## src/rtl/gol_gen_ctrl.sv

```systemverilog
// Generation controller for an N x N Game of Life board.
// Two ping-pong banks hold the current and next generation; a STEP scans one
// cell per clock into the next bank, then flips the bank select.
module gol_gen_ctrl #(
   parameter int N     = 16,
   parameter int CNT_W = 9,
   parameter int GEN_W = 16
) (
   input  logic                     clk,
   input  logic                     rst,
   input  logic                     cmd_valid,
   output logic                     cmd_ready,
   input  logic [1:0]               cmd_op,
   input  logic [2*$clog2(N)-1:0]   cmd_addr,
   input  logic                     cmd_data,
   input  logic [2*$clog2(N)-1:0]   rd_addr,
   output logic                     rd_data,
   output logic                     busy,
   output logic                     done,
   output logic [CNT_W-1:0]         birth_cnt,
   output logic [CNT_W-1:0]         death_cnt,
   output logic [GEN_W-1:0]         gen_cnt
);

   localparam int LOG_N = $clog2(N);
   localparam int IDX_W = 2 * LOG_N;
   localparam int CELLS = N * N;

   localparam logic [1:0] OP_CLEAR = 2'b00;
   localparam logic [1:0] OP_WRITE = 2'b01;
   localparam logic [1:0] OP_STEP  = 2'b10;

   typedef enum logic [1:0] {IDLE, SCAN, SWAP} state_t;

   state_t             state_q, state_d;
   logic [CELLS-1:0]   bank0_q, bank0_d;
   logic [CELLS-1:0]   bank1_q, bank1_d;
   logic               sel_q, sel_d;
   logic [IDX_W-1:0]   idx_q, idx_d;
   logic               done_q, done_d;
   logic [CNT_W-1:0]   birth_q, birth_d;
   logic [CNT_W-1:0]   death_q, death_d;
   logic [GEN_W-1:0]   gen_q, gen_d;

   logic [CELLS-1:0]   cur_bank;
   logic [LOG_N-1:0]   row, col;
   logic [3:0]         nbr_cnt;
   logic [IDX_W-1:0]   nb_idx;
   logic               cur_cell, next_cell;
   int                 r, c;

   assign cur_bank  = sel_q ? bank1_q : bank0_q;
   assign row       = idx_q[IDX_W-1:LOG_N];
   assign col       = idx_q[LOG_N-1:0];
   assign cur_cell  = cur_bank[idx_q];
   assign rd_data   = cur_bank[rd_addr];
   assign cmd_ready = (state_q == IDLE);
   assign busy      = (state_q == SCAN) || (state_q == SWAP);
   assign done      = done_q;
   assign birth_cnt = birth_q;
   assign death_cnt = death_q;
   assign gen_cnt   = gen_q;

   // Count live neighbours of the scanned cell; off-board positions read as dead.
   always_comb begin
      nbr_cnt = '0;
      nb_idx  = '0;
      r       = 0;
      c       = 0;
      for (int dr = -1; dr <= 1; dr++) begin
         for (int dc = -1; dc <= 1; dc++) begin
            r = int'(row) + dr;
            c = int'(col) + dc;
            if (!(dr == 0 && dc == 0) && r >= 0 && r < N && c >= 0 && c < N) begin
               nb_idx  = IDX_W'(r * N + c);
               nbr_cnt = nbr_cnt + {3'b000, cur_bank[nb_idx]};
            end
         end
      end
      next_cell = (nbr_cnt == 4'd3) || (cur_cell && nbr_cnt == 4'd2);
   end

   // Command decode, scan sequencing and bank/counter next-state.
   always_comb begin
      state_d = state_q;
      bank0_d = bank0_q;
      bank1_d = bank1_q;
      sel_d   = sel_q;
      idx_d   = idx_q;
      done_d  = 1'b0;
      birth_d = birth_q;
      death_d = death_q;
      gen_d   = gen_q;
      case (state_q)
         IDLE: begin
            if (cmd_valid) begin
               case (cmd_op)
                  OP_CLEAR: begin
                     bank0_d = '0;
                     bank1_d = '0;
                     birth_d = '0;
                     death_d = '0;
                     gen_d   = '0;
                     done_d  = 1'b1;
                  end
                  OP_WRITE: begin
                     if (sel_q) bank1_d[cmd_addr] = cmd_data;
                     else       bank0_d[cmd_addr] = cmd_data;
                     done_d = 1'b1;
                  end
                  OP_STEP: begin
                     birth_d = '0;
                     death_d = '0;
                     idx_d   = '0;
                     state_d = SCAN;
                  end
                  default: ;
               endcase
            end
         end
         SCAN: begin
            if (sel_q) bank0_d[idx_q] = next_cell;
            else       bank1_d[idx_q] = next_cell;
            if (!cur_cell && next_cell) birth_d = birth_q + CNT_W'(1);
            if (cur_cell && !next_cell) death_d = death_q + CNT_W'(1);
            if (idx_q == IDX_W'(CELLS - 1)) state_d = SWAP;
            else                            idx_d   = idx_q + IDX_W'(1);
         end
         SWAP: begin
            sel_d   = ~sel_q;
            gen_d   = gen_q + GEN_W'(1);
            done_d  = 1'b1;
            state_d = IDLE;
         end
         default: state_d = IDLE;
      endcase
   end

   // All state registers; reset aborts any step and zeroes both banks.
   always_ff @(posedge clk) begin
      if (rst) begin
         state_q <= IDLE;
         bank0_q <= '0;
         bank1_q <= '0;
         sel_q   <= 1'b0;
         idx_q   <= '0;
         done_q  <= 1'b0;
         birth_q <= '0;
         death_q <= '0;
         gen_q   <= '0;
      end else begin
         state_q <= state_d;
         bank0_q <= bank0_d;
         bank1_q <= bank1_d;
         sel_q   <= sel_d;
         idx_q   <= idx_d;
         done_q  <= done_d;
         birth_q <= birth_d;
         death_q <= death_d;
         gen_q   <= gen_d;
      end
   end

endmodule
```

## config.mk

```make
export PLATFORM = sky130hd
export DESIGN_NAME = gol_gen_ctrl
export DESIGN_NICKNAME = d
export VERILOG_FILES = /design/src/rtl/gol_gen_ctrl.sv
export SDC_FILE = /design/constraint.sdc
export NUM_CORES = 2
export LEC_CHECK = 0
export CAP_MARGIN = 15
export CORE_MARGIN = 3
export CORE_UTILIZATION = 30
export DETAILED_ROUTE_END_ITERATION = 8
export GPL_ROUTABILITY_DRIVEN = 0
export PLACE_DENSITY_LB_ADDON = 0.15
export SKIP_LAST_GASP = 1
export SLEW_MARGIN = 20
export SYNTH_ARGS = -nofsm -noshare
export SYNTH_HDL_FRONTEND = slang
export SYNTH_SLANG_ARGS = --single-unit
```

## constraint.sdc

```tcl
create_clock -name clk -period 12.2 [get_ports clk]
set_input_delay 2.44 -clock clk [delete_from_list [all_inputs] [get_ports clk]]
set_output_delay 2.44 -clock clk [all_outputs]
set_load 0.01 [all_outputs]
```

==> metrics <==
core area approximately 150000 um^2; hold wc startpoint birth_cnt[8]; post-route cell area between 40000 and 50000 um^2; largest net degree at the start of global routing ~180; clock slew seen by the registers of the worst setup and hold paths 70 ps; Vias between 40000 and 50000; skew final about 36 ps; # setup viols final 0; root buf cell clkbuf_16; WP data arrival 11470 ps; Post-synth EDFFs 0; Routed Antenna Nets 0; Setup TNS 0 ps; Tmin final ~11000 ps; DIE HEIGHT 393 um; First-pass DRT Iterations 6; outcome finished, final reports clean; critical path's most frequent cell ha_1; placed cell area roughly 47000 um^2; Num CTS Buffers 77; Async S/R FF share, synth 0%; Iteration-0 DRC Markers roughly 5200; Max Cap Viol 0; Hold WS slightly below 500 ps; setup repair bufs after CTS 0; Total Die Area 155000 um^2; Slew headroom between 10% and 20%; initial antenna violation count 6; clk buf depth 3; synthesized instance count between 4000 and 5000; later-pin clock latency in the skew report around 720 ps; hold buffers post-CTS 0; Fmax about 90 MHz; pre-CTS setup slack 1580 ps; CP Class reg2reg; initial cell density of the core 30.3%; number of I/O port buffers a little under 60; final wirelength 208 mm; Mean Syn Cell Area 10.8 um^2; Critical Path Start Type flip-flop; grt total ovfl 0; unrepaired setup endpoints after global routing false; CTS-repair resized insts 0; Worst Path Max Fanout 93; Synth Register Bits between 500 and 600; CP required ~13000 ps; post-synth design cell area around 45000 um^2; post-route setup slack 1320 ps; die extent in x around 390 um; Final Hold Vio Count 0; first-pass GRT wire length slightly below 300 mm; worst slew pin tran between 1000 and 1500 ps; Main synth FF type dfxtp_1; DRC Markers 0; gr usage total 26.4%; crit-path max cell delay ~700 ps; crit path from idx_q[0]; Vias/cell approximately 6.8; nets@finish slightly below 4000; final core utilization approximately 33%; Final HPWL DP between 100 and 150 mm; Clock Sinks roughly 560; layout cells sized above 1 between 30% and 40%; row cnt ~140; critical path capture point type flip-flop; routed length per instance 35.0 um; Cell variety after synth 78; pwr dens between 100 and 150 nW/um^2; sequential-to-total area share from yosys stat 24.8%; Post-Syn Nets 4222; LEAKAGE roughly 0.014 uW; fin crit share a little under 90%; Peak VDD IR roughly 0.099 mV; Critical Path Slowest Stage Cell or2_4; H-tree levels 3; Layout area overhead 10.4%; CTS tree built; Boundary Pins 60; worst r2r src idx_q[0]; class of the worst hold path reg2reg; number of global-route vias before repair 38258; pins over their slew limit 0; YS warnings 0
==> through the flow <==
stage	total power, uW	instances
after CTS	6590	5939
after global routing	6830	5939
after global placement	4190	5800
final	6590	5944
after floorplan	3690	4160
after detailed placement	4200	5800
==> final timing paths <==
path | cells past startpoint | slack [ps] | end
setup / recovery | 36 | 1320 | bank0_q[193]
hold / removal | 2 | 490 | birth_cnt[8]
setup reg to reg | 36 | 1320 | bank0_q[193]
hold reg to reg | 2 | 490 | birth_cnt[8]
==> kinds of logic after synthesis <==
kind of cell | Yosys count | synth area share, %
mux | 607 | 28.6
flops | 558 | 24.8
buf+inv | 568 | 5.79
xor+xnor | 41 | 0.798
fa+ha+maj | 40 | 1.11
simple gates | 409 | 4.83
compound gates | 1937 | 34.0
==> flip-flops by register name, summed over array words and instances (netlist names) <==
name       count
idx_q          8
bank0_q      256
sel_q          1
gen_cnt       16
state_q        2
done           1
bank1_q      256
death_cnt      9
birth_cnt      9
==> cells in the final DEF, fill, tap and decap left out, types with 41 or more instances in the layout <==
cell / instances
a211oi_1: 266
a211oi_2: 252
a21oi_1: 822
buf_4: 108
clkbuf_16: 77
clkdlybuf4s50_1: 55
dfxtp_1: 553
mux4_2: 519
nand2_1: 103
nor2_1: 93
o221a_1: 41
o221a_2: 107
o221a_4: 108
o22ai_1: 253
==> final cells by class <==
cell class / instances / area (um^2)
clock buffers: 118 / 2290
diodes: 5 / 12.5
flip-flops and latches: 558 / 11200
well taps: 2002 / 2500
clock inverters: 21 / 277
multi-input cells: 3034 / 31500
fillers: 14830 / 98700
inverters: 22 / 82.6
repair buffers: 184 / 1760
==> synth_stat cells, types with 4 or more instances <==
cell / count / area, um^2
and2_1: 8 / 50.1
clkbuf_1: 418 / 1570
nor3_1: 29 / 145
mux2i_1: 38 / 380
and3_1: 6 / 37.5
inv_1: 21 / 78.8
a21oi_1: 822 / 4110
a31o_2: 4 / 35.0
nand4_4: 16 / 340
a211oi_1: 266 / 2000
nand2_1: 132 / 495
buf_2: 45 / 225
mux4_1: 16 / 420
nor2b_1: 10 / 62.6
o32ai_1: 6 / 52.6
a21o_1: 6 / 45.0
nor4_1: 4 / 25.0
xor2_1: 19 / 166
dfxtp_1: 558 / 11200
buf_4: 6 / 45.0
buf_6: 26 / 293
buf_12: 10 / 200
mux2_2: 32 / 360
nand4_1: 14 / 87.6
mux4_2: 519 / 11700
nor2_1: 107 / 402
o22ai_1: 253 / 1580
o221a_2: 107 / 1200
o221a_1: 41 / 462
ha_1: 40 / 500
o211ai_1: 6 / 45.0
o21ai_1: 10 / 50.1
o21ai_0: 28 / 140
nand3_1: 30 / 150
xnor2_1: 22 / 193
nand2b_1: 14 / 87.6
or4_1: 6 / 45.0
o221a_4: 108 / 2160
a211oi_2: 252 / 3150
buf_1: 35 / 131
or3_1: 15 / 93.8
==> critical path: cells and delay by family (launching register included) <==
| family | cells | cell delay, ps |
|---|---|---|
| multiplexers | 7 | 2890 |
| buffers and inverters | 1 | 540 |
| AND/OR/NAND/NOR | 10 | 2010 |
| flip-flops | 1 | 560 |
| AO/OA/AOI/OAI | 10 | 1970 |
| adder cells (fa/ha/maj) | 8 | 2540 |
==> where the power goes <==
group | switching (uW) | total (uW) | internal [uW]
logic | 1140 | 2020 | 877
clock network | 997 | 2380 | 1380
registers | 192 | 2190 | 2000
total | 2330 | 6590 | 4260
==> per-layer routing <==
metal | share of wire [%] | GRT usage, %
met1 | 42 | 36.1
met2 | 44 | 40.1
met3 | 8.6 | 5.21
met4 | 5.3 | 12.5
met5 | 0.013 | 0
No activity file was read; power rests on OpenSTA's default activity.
